[src/rtl/ram_pkg.sv]
// Shared definitions for the single-port RAM block and its SPI controller.
package ram_pkg;

   // Command field carried in rx_data[9:8]; the RAM block decodes these.
   localparam logic [1:0] WR_ADDR = 2'b00;
   localparam logic [1:0] WR_DATA = 2'b01;
   localparam logic [1:0] RD_ADDR = 2'b10;
   localparam logic [1:0] RD_DATA = 2'b11;

   // Default widths: 2 command bits plus an 8-bit payload, 8-bit read-back.
   localparam int DEF_WORD_W = 10;
   localparam int DEF_DATA_W = 8;

   // Controller state encoding.
   typedef enum logic [2:0] {
      IDLE      = 3'd0,
      CHK_CMD   = 3'd1,
      WRITE     = 3'd2,
      READ_ADD  = 3'd3,
      READ_DATA = 3'd4
   } spi_state_t;

endpackage : ram_pkg

[src/rtl/spi_ram_ctrl_piso.sv]
// Parallel-in serial-out byte shifter driving MISO, MSB first.
// A load presents the MSB on the next cycle; the remaining bits follow one
// per clock, after which the output returns to 0.
module spi_piso8
   import ram_pkg::*;
#(
   parameter int DATA_W = DEF_DATA_W
) (
   input  logic              clk,
   input  logic              rst_n,
   input  logic              clear,
   input  logic              load,
   input  logic [DATA_W-1:0] data,
   output logic              sout,
   output logic              busy
);

   localparam int CNT_W = $clog2(DATA_W);

   logic [DATA_W-1:0] shift_reg;
   logic [CNT_W-1:0]  cnt_reg;
   logic              sout_reg;

   // Load, shift out remaining bits, or idle at 0; clear aborts a readout.
   always_ff @(posedge clk or negedge rst_n) begin
      if (!rst_n) begin
         shift_reg <= '0;
         cnt_reg   <= '0;
         sout_reg  <= 1'b0;
      end else if (clear) begin
         shift_reg <= '0;
         cnt_reg   <= '0;
         sout_reg  <= 1'b0;
      end else if (load) begin
         sout_reg  <= data[DATA_W-1];
         shift_reg <= {data[DATA_W-2:0], 1'b0};
         cnt_reg   <= CNT_W'(DATA_W - 1);
      end else if (cnt_reg != '0) begin
         sout_reg  <= shift_reg[DATA_W-1];
         shift_reg <= {shift_reg[DATA_W-2:0], 1'b0};
         cnt_reg   <= cnt_reg - 1'b1;
      end else begin
         sout_reg  <= 1'b0;
      end
   end

   assign sout = sout_reg;
   assign busy = (cnt_reg != '0);

endmodule : spi_piso8

[src/rtl/spi_ram_ctrl.sv]
// SPI slave front end for the single-port RAM: turns each MOSI frame into one
// 10-bit command/data word and returns the RAM read byte on MISO.
module spi_ram_ctrl
   import ram_pkg::*;
#(
   parameter int WORD_W = DEF_WORD_W,
   parameter int DATA_W = DEF_DATA_W
) (
   input  logic              clk,
   input  logic              rst_n,
   input  logic              SS_n,
   input  logic              MOSI,
   output logic              MISO,
   output logic [WORD_W-1:0] rx_data,
   output logic              rx_valid,
   input  logic [DATA_W-1:0] tx_data,
   input  logic              tx_valid
);

   localparam int CNT_W = $clog2(WORD_W + 1);
   localparam logic [CNT_W-1:0] LAST_BIT = CNT_W'(WORD_W - 1);
   localparam logic [CNT_W-1:0] DONE_CNT = CNT_W'(WORD_W);

   spi_state_t        state_reg;
   logic [CNT_W-1:0]  bit_cnt_reg;
   logic [WORD_W-2:0] shift_reg;
   logic [WORD_W-1:0] rx_data_reg;
   logic              rx_valid_reg;
   logic              rd_addr_seen_reg;
   logic              armed_reg;

   logic              piso_load;
   logic              piso_busy;

   // A read-data word arms a single capture of the next tx_valid byte.
   assign piso_load = armed_reg && tx_valid && !SS_n && !piso_busy;

   // Frame sequencing, word deserialisation and read-address tracking.
   always_ff @(posedge clk or negedge rst_n) begin
      if (!rst_n) begin
         state_reg        <= IDLE;
         bit_cnt_reg      <= '0;
         shift_reg        <= '0;
         rx_data_reg      <= '0;
         rx_valid_reg     <= 1'b0;
         rd_addr_seen_reg <= 1'b0;
         armed_reg        <= 1'b0;
      end else begin
         rx_valid_reg <= 1'b0;
         if (SS_n) begin
            // Deselect ends or aborts the frame; a partial word is dropped.
            state_reg   <= IDLE;
            bit_cnt_reg <= '0;
            armed_reg   <= 1'b0;
         end else begin
            case (state_reg)
               IDLE: begin
                  state_reg   <= CHK_CMD;
                  bit_cnt_reg <= '0;
               end
               CHK_CMD: begin
                  if (!MOSI)
                     state_reg <= WRITE;
                  else if (rd_addr_seen_reg)
                     state_reg <= READ_DATA;
                  else
                     state_reg <= READ_ADD;
               end
               WRITE, READ_ADD, READ_DATA: begin
                  // Counter parks at DONE_CNT so later bits in the frame are ignored.
                  if (bit_cnt_reg != DONE_CNT) begin
                     bit_cnt_reg <= bit_cnt_reg + 1'b1;
                     shift_reg   <= {shift_reg[WORD_W-3:0], MOSI};
                     if (bit_cnt_reg == LAST_BIT) begin
                        rx_data_reg  <= {shift_reg, MOSI};
                        rx_valid_reg <= 1'b1;
                        if (state_reg == READ_ADD)
                           rd_addr_seen_reg <= 1'b1;
                        if (state_reg == READ_DATA) begin
                           rd_addr_seen_reg <= 1'b0;
                           armed_reg        <= 1'b1;
                        end
                     end
                  end
               end
               default: state_reg <= IDLE;
            endcase
            if (piso_load)
               armed_reg <= 1'b0;
         end
      end
   end

   spi_piso8 #(
      .DATA_W (DATA_W)
   ) u_piso (
      .clk   (clk),
      .rst_n (rst_n),
      .clear (SS_n),
      .load  (piso_load),
      .data  (tx_data),
      .sout  (MISO),
      .busy  (piso_busy)
   );

   assign rx_data  = rx_data_reg;
   assign rx_valid = rx_valid_reg;

endmodule : spi_ram_ctrl

[config.mk]
export PLATFORM = sky130hd
export DESIGN_NAME = spi_ram_ctrl
export DESIGN_NICKNAME = d
export VERILOG_FILES = /design/src/rtl/ram_pkg.sv /design/src/rtl/spi_ram_ctrl_piso.sv /design/src/rtl/spi_ram_ctrl.sv
export SDC_FILE = /design/constraint.sdc
export NUM_CORES = 1
export LEC_CHECK = 0
export CAP_MARGIN = 20
export CORE_MARGIN = 2
export CORE_UTILIZATION = 49
export CTS_CLUSTER_SIZE = 8
export DETAILED_ROUTE_END_ITERATION = 8
export PLACE_DENSITY = 0.75
export SLEW_MARGIN = 20
export SYNTH_ARGS = -nofsm -noshare
export SYNTH_HDL_FRONTEND = slang
export SYNTH_SLANG_ARGS = --single-unit
[constraint.sdc]
create_clock -name clk -period 1.7 [get_ports clk]
set_input_delay 0.34 -clock clk [delete_from_list [all_inputs] [get_ports clk]]
set_output_delay 0.34 -clock clk [all_outputs]
set_load 0.01 [all_outputs]
Word level (Yosys, flattened, before mapping)
Cells that the tools add are included.
{"block": "word_totals", "reg_bits": 41, "in_bits": 13, "wordCells": 69}
{"block": "op_classes", "addsub": 2, "mux": 28, "n_reduce_logical": 20, "eq_ne": 8, "n_bitwise": 1}
{"op": "$mux 8", "n": 3}
{"op": "$reduce_bool 3->1", "n": 7}
{"op": "$mux 3", "n": 6}
{"op": "$mux 1", "n": 15}
{"op": "$pmux 3 s3", "n": 1}
{"op": "$mux 4", "n": 2}
{"op": "$pmux 4 s2", "n": 1}
{"op": "$reduce_and 4->1", "n": 2}
{"op": "$eq 3x2->1 const B", "n": 2}
{"op": "$reduce_and 5->1", "n": 1}
{"op": "$add 4x1->4 const B", "n": 1}
{"op": "$eq 4x4->1 const B", "n": 1}
{"op": "$ne 4x4->1 const B", "n": 1}
{"op": "$eq 3x1->1 const B", "n": 1}
{"op": "$eq 3x3->1 const B", "n": 1}
{"op": "$logic_and 1x1->1", "n": 3}
{"op": "$logic_not 3->1", "n": 1}
{"op": "$ne 3x3->1 const B", "n": 1}
{"op": "$reduce_and 3->1", "n": 1}
{"op": "$reduce_or 3->1", "n": 1}
{"op": "$sub 3x1->3 const B", "n": 1}
{"op": "$logic_not 1->1", "n": 2}
{"op": "$ne 2x2->1 const B", "n": 1}
{"op": "$reduce_and 2->1", "n": 1}
{"op": "2 further kinds", "n": 2}

Longest topological paths before layout
Gate-level depths: netlist of run 1.
{"block": "depth", "ltp_word": 7, "depth_mapped": 7}

Cells and area by module
From an unflattened synthesis of run 1, not the netlist that was laid out.
{"block": "hier_totals", "hier_cells": 161, "area_unflattened_um2": 2015.7}
{"module": "spi_ram_ctrl", "cells_per_inst": 103, "area_each_um2": 1411.4, "n_inst": 1, "seq_area_each_um2": 725.7}
{"module": "spi_piso8", "cells_per_inst": 58, "area_each_um2": 604.3, "n_inst": 1, "seq_area_each_um2": 275.3}

Least setup slack after synthesis of run 1
Ideal clock, no wire load.
{"block": "synth_timing", "path_type": "flip-flop to flip-flop", "from": "register bit_cnt_reg[0]", "to": "register shift_reg[2]", "path_slack_ps": -42, "arrival_time_ps": 1617, "setup_ps": 125, "stages_incl_launch_ff": 7, "synth_period_minus_slack_ps": 1742, "cell_sequence": "dfrtp_1 inv_1 ha_1 and3b_1 a211oi_4 buf_6 mux2_2"}
{"block": "synth_via", "elab_chain_cells": 2}
{"item": "start, declared", "line_no": "spi_ram_ctrl.sv:25", "text": "logic [CNT_W-1:0] bit_cnt_reg;"}
{"item": "start signal, assigned", "line_no": "spi_ram_ctrl.sv:72", "text": "bit_cnt_reg <= bit_cnt_reg + 1'b1;"}
{"item": "$ne 4x4->1", "line_no": "spi_ram_ctrl.sv:71", "text": "if (bit_cnt_reg != DONE_CNT) begin"}
{"item": "$reduce_and 3->1 (no line)"}
{"item": "end signal, assigned", "line_no": "spi_ram_ctrl.sv:73", "text": "shift_reg <= {shift_reg[WORD_W-3:0], MOSI};"}
{"item": "end, declared", "line_no": "spi_ram_ctrl.sv:26", "text": "logic [WORD_W-2:0] shift_reg;"}
Every way passes these cells.
A chain may end at the register's enable or synchronous reset.

Worst setup path after layout of run 1
{"block": "layout_timing", "from": "register state_reg[1]", "to": "register rx_data_reg[6] (netlist: rx_data[6])"}
{"block": "layout_via", "elab_chain_cells": 3, "word_cells_on_any_way": 5, "classes_between": "eq/ne (3); reduce/logical (2)"}
{"item": "start, declared", "line_no": "spi_ram_ctrl.sv:24", "text": "spi_state_t state_reg;"}
{"item": "start signal, assigned", "line_no": "spi_ram_ctrl.sv:41", "text": "state_reg <= IDLE;"}
{"item": "start signal, assigned", "line_no": "spi_ram_ctrl.sv:52", "text": "state_reg <= IDLE;"}
{"item": "start signal, assigned", "line_no": "spi_ram_ctrl.sv:58", "text": "state_reg <= CHK_CMD;"}
{"item": "$eq 3x2->1 / $eq 3x3->1 (equally long branches)", "line_no": "spi_ram_ctrl.sv:56", "text": "case (state_reg)"}
{"item": "$reduce_or 3->1 *", "line_no": "spi_ram_ctrl.sv:56"}
{"item": "$reduce_and 4->1 (no line) *"}
{"item": "end signal, assigned", "line_no": "spi_ram_ctrl.sv:75", "text": "rx_data_reg <= {shift_reg, MOSI};"}
{"item": "end, declared", "line_no": "spi_ram_ctrl.sv:27", "text": "logic [WORD_W-1:0] rx_data_reg;"}
Every way passes the cells marked *; elsewhere a longest branch is shown, timed or not.

==> results of run 1 <==
## power by group
group / internal [W] / switching [W]
clock: 0.000292 / 0.000342
combinational: 0.000378 / 0.000407
sequential: 0.00114 / 0.000120
total: 0.00181 / 0.000870
## critical path: stages, from the launching register on
cell and delay, ns:
dfrtp_1 0.39, or3b_4 0.44, a211oi_2 0.23, buf_6 0.20, mux2_2 0.35
## path summary, 6_finish.rpt
path,cells past startpoint,to,slack [ns],from
min reg2reg,1,rx_data[1],0.50,rx_data[1]
max in group asynchronous,2,u_piso.shift_reg[4],1.26,rst_n
max reg2reg,4,rx_data[6],-0.03,state_reg[1]
min in group clk,1,rx_data[1],0.50,rx_data[1]
max,4,rx_data[6],-0.03,state_reg[1]
min,2,state_reg[1],0.09,rst_n
## cell usage after synthesis (5+ instances only)
library cell / count / area (µm²)
a21oi_1: 5 / 25.0
a311oi_1: 8 / 70.1
clkbuf_1: 7 / 26.3
dfrtp_1: 40 / 1000
ha_1: 5 / 62.6
inv_1: 9 / 33.8
mux2_2: 19 / 214
nand2_1: 10 / 37.5
nand3_1: 7 / 35.0
nor2_1: 7 / 26.3
## area by class of cell
| type | instances | area, µm² |
|---|---|---|
| clock buffer | 6 | 72.6 |
| multi-input combinational | 100 | 840 |
| timing repair buffer | 42 | 387 |
| tap | 48 | 60.1 |
| fill | 292 | 1280 |
| clock inverter | 2 | 16.3 |
| inverter | 9 | 33.8 |
| sequential | 40 | 1000 |
## metrics by stage
step | hold slack, ns | util [%] | power [W] | setup TNS, ns
after floorplan | 0.0444 | - | 0.00176 | -0.0502
after global placement | 0.420 | 61.3 | 0.00196 | -1.02
after detailed placement | 0.428 | 61.3 | 0.00202 | -1.55
after CTS | 0.105 | 64.3 | 0.00268 | -0.163
after global routing | 0.130 | 65.3 | 0.00286 | -1.23
final | 0.0917 | 65.3 | 0.00268 | -0.118
## repair_timing
item,CTS,global route
setup buffers,1,0
endpoints found under the hold margin,0,0
endpoints found under the setup margin,19,22
gates resized for setup,4,8
## per-layer routing
metal / share of wire [%] / global-route usage [%] / vias up / wire length (µm)
met5: 0 / 0 / - / 0
met4: 2.0 / 8.67 / 0 / 78
met3: 3.5 / 4.94 / 9 / 133
met2: 49 / 33.8 / 31 / 1860
met1: 46 / 26.5 / 696 / 1750
li1: - / - / 657 / -
## logic make-up after synthesis
family	Yosys count
adders and majority gates	5
buffers and inverters	20
DFF	40
AOI/OAI and AO/OA	31
xor gates and xnor gates	1
and+or+nand+nor	42
muxes	21
==> out/metrics.cfg, run 1 <==
[route]
detail_route.drc_violations=0
first_pass_iters=4
drt_wl_total_mm=3.82
avgRoutedWirePerCell_um=15.5
drt.antenna.violating_nets=0
drt_iter0_markers=82
vias=1393
via_per_inst=5.64

[sta]
fin_skew_ns=0.00826
fin_crit_ns=1.73
fin_ws_ns=-0.0268
drv_slew=0
rsz0062_at_grt=true
finalCritPeriodShare_pct=102
finalHoldViolCount=0
max_freq_ghz=0.579
tightest_slew_ns=0.497
setup_viol=11
slew_headroom_pct=66.9

[synth]
synth_seq_cells=40
synth_top_family_by_area=compound AO/OA/AOI/OAI gates
synth-seq-area-share_pct=53.1
yosysUniqueCellTypes=43
synthArstFlopShare_pct=100
synth_xor_area_share_pct=0.464
synth_top_flop_cell=dfrtp_1
syn_inst=160
synth_edf_count=0
yosys.area_share.simple_pct=12.0
synthMuxAreaShare_pct=12.5
synth_fp_nets=178
syn_area_um2=1890
yosys_warnings=0
syn_area_per_cell_um2=11.8
synthAdderAreaFrac_pct=3.32
synth-compound-area-share_pct=13.7

[layout]
layout_commonest_cell=dfrtp_1
final_cell_mix=40 x dfrtp_1, 23 x clkdlybuf4s50_1, 16 x buf_4
insertedDiodeCount=0
fin_nets=216
finish.instance_area_um2=2410
layout-drive-gt1-share_pct=26.1
layout.cells.non_filler=247
largest_reg_flops=10
area_delta_synth_final_pct=27.7

[status]
status=complete, but fails checks
violations=negative setup slack

[worst_setup_path]
crit_required_ns=1.88
cp_max_fo=11
startpoint_type=flip-flop
crit_arrival_ns=1.91
endpoint_kind=flip-flop
crit_type=flip-flop to flip-flop

[grt]
grt_overflow=0
antenna_found_initial=0
grt_max_degree=41
grt_pass1_wl_mm=6.87
grt_pass1_vias=1475
grt_usage_pct=20.7

[clock_network]
path_clk_slew_ns=0.08
cts_tree=done
clk_latency_ns=0.30
clock-root-buffer=clkbuf_8
cts_hold_buf=0
cts_buffers=5
htree_levels=2
cts_sinks=40
clock_path_buffers=2

[place]
placed_area_um2=2260
place_congestion=0.827
place_hpwl_mm=2.65
place_inst=238
placement.io_buffers=24
dpl_worst_slack_ns=-0.0900

[floorplan]
die_h_um=66.1
fp-row-count=22
start_util_pct=51.2
dieArea_um2=4360
pin_count=25
core_area_um2=3690
die_x_um=66.1

[power]
worst_ir_drop_vdd_uv=670
power_leakage_nw=1.08
p_per_area_nw_per_um2=1110

[flow_run]
drv_cap=0

[worst_hold_path]
min_path_type=input port to asynchronous set/reset pin

(Power assumes the default switching activity.)
==> run 2, diff against run 1 <==
Settings changed: CORE_UTILIZATION 49 to 45, PLACE_DENSITY 0.75 to 0.7.
==> out/metrics.cfg, run 2 (same netlist as run 1, synthesis figures left out) <==
[sta]
fin_skew_ns=0.0112  ; +0.00296 ns
whs_ns=0.0861  ; -0.00559 ns
setup_viol=10  ; -1
max_freq_ghz=0.565  ; -2.4%
slew_headroom_pct=62.7  ; -4.1 points
finalCritPeriodShare_pct=104  ; +2.5 points
rsz0062_at_grt=true
fin_ws_ns=-0.0689  ; -0.0421 ns
drv_slew=0  ; unchanged
tightest_slew_ns=0.545  ; +0.0478 ns
fin_crit_ns=1.77  ; +0.0421 ns
setup-tns-final_ns=-0.480  ; -0.361 ns
finalHoldViolCount=0  ; unchanged

[worst_setup_path]
crit_start=state_reg[2]
cp-endpoint=rx_data[3]
cp_max_fo=6  ; -5
crit_type=flip-flop to flip-flop
rr_startpoint=state_reg[2]
endpoint_kind=flip-flop
cp_slowest_cell=or3b_4
crit_chain=or3b_4, a211oi_4, buf_6, mux2_2
r2r-end=rx_data[3]
critical_path.top_delay_family=simple AND/OR/NAND/NOR gates
crit_arrival_ns=1.95  ; +0.04 ns
crit_required_ns=1.88  ; about the same
max_stage_delay_ns=0.45  ; about the same
path_depth=4  ; unchanged
crit_buf_inv=1  ; unchanged
reg2regPathDepth=4  ; unchanged
ff2ff_setup_slack_ns=-0.07  ; -0.04 ns
startpoint_type=flip-flop

[grt]
grt_overflow=0  ; unchanged
grt_pass1_wl_mm=6.75  ; -1.8%
grtUsageMet3_pct=5.84  ; +0.90 points
busiest_layer=met2
grt_max_degree=41  ; unchanged
grt_usage_pct=19.8  ; -0.96 points
met1_usage_pct=25.1  ; -1.5 points
grt_use_met2_pct=32.2  ; -1.6 points
grt_pass1_vias=1442  ; -2.2%
antenna_found_initial=0  ; unchanged

[floorplan]
die_h_um=68.8  ; +4.1%
core_area_um2=4030  ; +9.2%
start_util_pct=46.8  ; -4.3 points
fp-row-count=23  ; +4.5%
die_x_um=68.8  ; +4.1%
dieArea_um2=4730  ; +8.3%
pin_count=25  ; unchanged

[route]
detail_route.drc_violations=0  ; unchanged
avgRoutedWirePerCell_um=16.6  ; +7.4%
drt_iter0_markers=101  ; +23%
drt_wl_total_mm=4.20  ; +10%
vias=1449  ; +4.0%
first_pass_iters=4  ; unchanged
drt.antenna.violating_nets=0  ; unchanged
via_per_inst=5.73  ; +1.6%

[layout]
final_cell_mix=40 x dfrtp_1, 23 x clkdlybuf4s50_1, 19 x buf_4
area_delta_synth_final_pct=31.0
final_util_pct=61.4  ; -4.0 points
layout-drive-gt1-share_pct=28.6  ; +2.4 points
fin_nets=220  ; +1.9%
largest_reg_flops=10  ; unchanged
insertedDiodeCount=0  ; unchanged
layout_commonest_cell=dfrtp_1

[status]
status=complete, but fails checks
violations=negative setup slack

[power]
clock_power_share_pct=22.8  ; -0.9 points
worst_ir_drop_vdd_uv=455  ; -32%
pwr-share-seq_pct=46.2  ; -0.8 points
p_switching_w=0.000882  ; +1.4%
swShare_pct=32.1  ; -0.37 points
power_leakage_nw=1.12  ; +3.8%
p_int_w=0.00187  ; +3.2%
p_per_area_nw_per_um2=1110  ; about the same
power_frac_comb_pct=30.9  ; +1.6 points

[flow_run]
drv_cap=0  ; unchanged

[clock_network]
cts_buffers=5  ; unchanged
clock_path_buffers=2  ; unchanged
path_clk_slew_ns=0.09  ; about the same
clock-root-buffer=clkbuf_8
cts_sinks=40  ; unchanged
htree_levels=2  ; unchanged
clk_latency_ns=0.30  ; about the same
cts_tree=done
cts_hold_buf=0  ; unchanged

[place]
place_hpwl_mm=2.79  ; +5.5%
place_congestion=0.785  ; -5.1%
placement.io_buffers=24  ; unchanged

[worst_hold_path]
min_path_type=input port to asynchronous set/reset pin

-- run 2: cell types whose count changed in the layout (fill, tap and decap cells not counted), moves of 2 or more --
| cell | delta |
|---|---|
| buf_4 | +3 |
| clkinv_2 | +2 |
| mux2_2 | -5 |
| mux2_4 | +6 |
-- run 2: worst register-to-register path, cell delays in order (launching register included) --
cell      delay (ns)
dfrtp_1         0.39
or3b_4          0.45
a211oi_4        0.30
buf_6           0.18
mux2_2          0.34
-- run 2: worst min-delay path by stage --
| stage | slack (ns) | to |
|---|---|---|
| 2_1_floorplan | 0.04 | armed_reg |
| 3_3_place_gp | 0.42 | u_piso.cnt_reg[0] |
| 3_5_place_dp | 0.42 | u_piso.cnt_reg[0] |
| 4_1_cts | 0.10 | bit_cnt_reg[0] |
| 5_1_grt | 0.12 | u_piso.shift_reg[6] |
| 6_report | 0.09 | bit_cnt_reg[0] |
-- run 2: routing by layer --
metal	up-vias	wire length, µm	part of all wire [%]
met5	-	0	0
met3	5	206	4.9
met2	44	2160	51
li1	668	-	-
met4	0	42	1.0
met1	732	1790	43
-- run 2: through the flow --
step | std cells | cell area [µm²] | power, W | worst slack, ns
global route | 253 | 2470 | 0.00292 | -0.121
global placement | 242 | 2280 | 0.00199 | -0.0863
detailed placement | 242 | 2280 | 0.00205 | -0.112
CTS | 252 | 2430 | 0.00270 | -0.0552
finish | 253 | 2470 | 0.00275 | -0.0689
floorplan | 160 | 1890 | 0.00176 | -0.00717
-- run 2: power groups by stage --
| stage | clock [W] | combinational, W | sequential, W |
|---|---|---|---|
| after detailed placement | 0 | 0.000769 | 0.00128 |
| after global placement | 0 | 0.000723 | 0.00127 |
| after floorplan | 0 | 0.000514 | 0.00125 |
| after global routing | 0.000686 | 0.000939 | 0.00129 |
| final | 0.000628 | 0.000851 | 0.00127 |
| after CTS | 0.000640 | 0.000796 | 0.00126 |
-- run 2: what timing repair did --
item | 4_1_cts | 5_1_grt
resized for setup | 11 | 10
setup endpoints to repair | 17 | 20
setup buffers | 1 | 1
gates cloned | 1 | 0
-- run 2: cell type report --
class | count | area, µm²
clock buffers | 5 | 68.8
well taps | 50 | 62.6
clock inverters | 3 | 18.8
flip-flops and latches | 40 | 1000
inverters | 9 | 33.8
repair buffers | 46 | 420
multi-input cells | 100 | 867
fillers | 322 | 1560
==> run 3, diff against run 2 <==
Settings changed: CORE_MARGIN 2 to 1.5, PLACE_DENSITY 0.7 to 0.67, SLEW_MARGIN 20 to unset.
Clock period 1.7 ns to 2 ns, I/O delays scaled along.
==> out/metrics.cfg, run 3 (same netlist as run 1, synthesis figures left out) <==
[route]
drt.antenna.violating_nets=0  ; unchanged
drt_wl_total_mm=3.74  ; -11%
drt_iter0_markers=94  ; -6.9%
first_pass_iters=4  ; unchanged
via_per_inst=5.52  ; -3.6%
avgRoutedWirePerCell_um=15.4  ; -7.3%
detail_route.drc_violations=0  ; unchanged
vias=1342  ; -7.4%

[worst_setup_path]
crit_required_ns=2.17  ; +0.29 ns
cp_max_fo=9  ; +3
startpoint_type=flip-flop
crit_type=flip-flop to flip-flop
ff2ff_setup_slack_ns=0.15  ; +0.22 ns
crit_arrival_ns=2.02  ; +0.07 ns
crit_chain=ha_1, and3b_1, a211oi_4, buf_12, mux2_2
cp_slowest_cell=dfrtp_1
endpoint_kind=flip-flop
max_stage_delay_ns=0.45  ; about the same

[sta]
slew_headroom_pct=63.5  ; +0.80 points
finalCritPeriodShare_pct=92.3  ; -12 points
fin_crit_ns=1.85  ; +0.0764 ns
setup-tns-final_ns=0  ; +0.480 ns
finalHoldViolCount=0  ; unchanged
max_freq_ghz=0.542  ; -4.1%
tightest_slew_ns=0.540  ; -0.00524 ns
fin_skew_ns=0.00280  ; -0.00843 ns
rsz0062_at_grt=false
drv_slew=0  ; unchanged
setup_viol=0  ; -10

[floorplan]
dieArea_um2=4590  ; -2.9%
die_h_um=67.8  ; -1.5%
core_area_um2=4030  ; unchanged
pin_count=25  ; unchanged
start_util_pct=46.8  ; unchanged
die_x_um=67.8  ; -1.5%
fp-row-count=23  ; unchanged

[clock_network]
cts_buffers=5  ; unchanged
cts_setup_buffers=0  ; -1
cts_sinks=40  ; unchanged
htree_levels=2  ; unchanged
clock-root-buffer=clkbuf_8
path_clk_slew_ns=0.08  ; about the same
cts_resized=0  ; -11
cts_tree=done
clock_path_buffers=2  ; unchanged
clk_latency_ns=0.29  ; about the same
cts_hold_buf=0  ; unchanged

[layout]
fin_nets=210  ; -4.5%
layout.cells.non_filler=243  ; -4.0%
area_delta_synth_final_pct=23.7
multi_input_area_um2=791  ; -8.8%
insertedDiodeCount=0  ; unchanged
nFillCells=337  ; +4.7%
layout-drive-gt1-share_pct=21.8  ; -6.8 points
seq_area_um2=1000  ; unchanged
final_cell_mix=40 x dfrtp_1, 23 x clkdlybuf4s50_1, 19 x mux2_2
finish.instance_area_um2=2330  ; -5.6%
largest_reg_flops=10  ; unchanged
layout_commonest_cell=dfrtp_1

[power]
power_leakage_nw=1.05  ; -5.8%
p_per_area_nw_per_um2=1000  ; -9.9%
worst_ir_drop_vdd_uv=607  ; +33%

[status]
status=complete, no violations

[grt]
grt_pass1_wl_mm=6.34  ; -6.0%
grt_usage_pct=19.0  ; -0.77 points
grt_overflow=0  ; unchanged
antenna_found_initial=0  ; unchanged
grt_pass1_vias=1358  ; -5.8%
grt_max_degree=41  ; unchanged

[place]
placement.io_buffers=24  ; unchanged
place_inst=235  ; -2.9%
place_congestion=0.824  ; +5.0%
placed_area_um2=2230  ; -2.3%
place_hpwl_mm=2.55  ; -8.6%

[worst_hold_path]
min_path_type=input port to asynchronous set/reset pin

[flow_run]
drv_cap=0  ; unchanged

==> run 3: cell types whose count changed in the layout (fill, tap and decap cells not counted), sizes merged <==
cell / previous run / this run
clkinv: 3 / 1
clkbuf: 5 / 6
bufinv: 0 / 1
buf: 23 / 13
==> run 3: worst max-delay path, delay by kind of cell, from the launching register on <==
family | cells | cell delay, ns
adder cells (fa/ha/maj) | 1 | 0.24
AO/OA/AOI/OAI | 1 | 0.30
flip-flops | 1 | 0.45
multiplexers | 1 | 0.33
buffers and inverters | 1 | 0.17
AND/OR/NAND/NOR | 1 | 0.25
==> run 3: cell type report <==
| type | instances | area share, % |
|---|---|---|
| sequential | 40 | 42.9 |
| multi-input combinational | 100 | 33.9 |
| clock buffer | 6 | 3.11 |
| inverter | 9 | 1.45 |
| timing repair buffer | 36 | 14.5 |
| tap | 50 | 2.68 |
| clock inverter | 2 | 1.50 |
==> run 3: routing by layer <==
| layer | vias up | GRT usage, % | wire, µm |
|---|---|---|---|
| li1 | 638 | - | - |
| met1 | 668 | 25.5 | 1750 |
| met2 | 32 | 27.8 | 1770 |
| met3 | 4 | 6.33 | 178 |
| met4 | 0 | 8.67 | 44 |
| met5 | - | 0 | 0 |
==> run 3: final timing paths <==
kind	from	to	cells after the start
hold reg to reg	rx_data[1]	rx_data[1]	1
setup / recovery	bit_cnt_reg[1]	shift_reg[8]	5
setup reg to reg	bit_cnt_reg[1]	shift_reg[8]	5
hold / removal	rst_n	bit_cnt_reg[2]	2
min in group clk	rx_data[1]	rx_data[1]	1
max in group asynchronous	rst_n	u_piso.shift_reg[3]	2
==> run 3: where the power goes <==
part           total [W]  internal [W]  switching (W)
clock network   0.000641      0.000370       0.000271
logic           0.000632      0.000302       0.000331
registers        0.00107      0.000970      0.0000961
==> run 3: through the flow <==
stage,hold WS [ns],total power (W),setup WS (ns),utilization (%)
after floorplan,0.104,0.00150,0.258,-
after global placement,0.471,0.00167,0.0791,55.2
after detailed placement,0.482,0.00170,0.0702,55.2
after CTS,0.171,0.00235,0.144,57.9
after global routing,0.193,0.00249,0.0667,57.9
final,0.155,0.00234,0.155,57.9
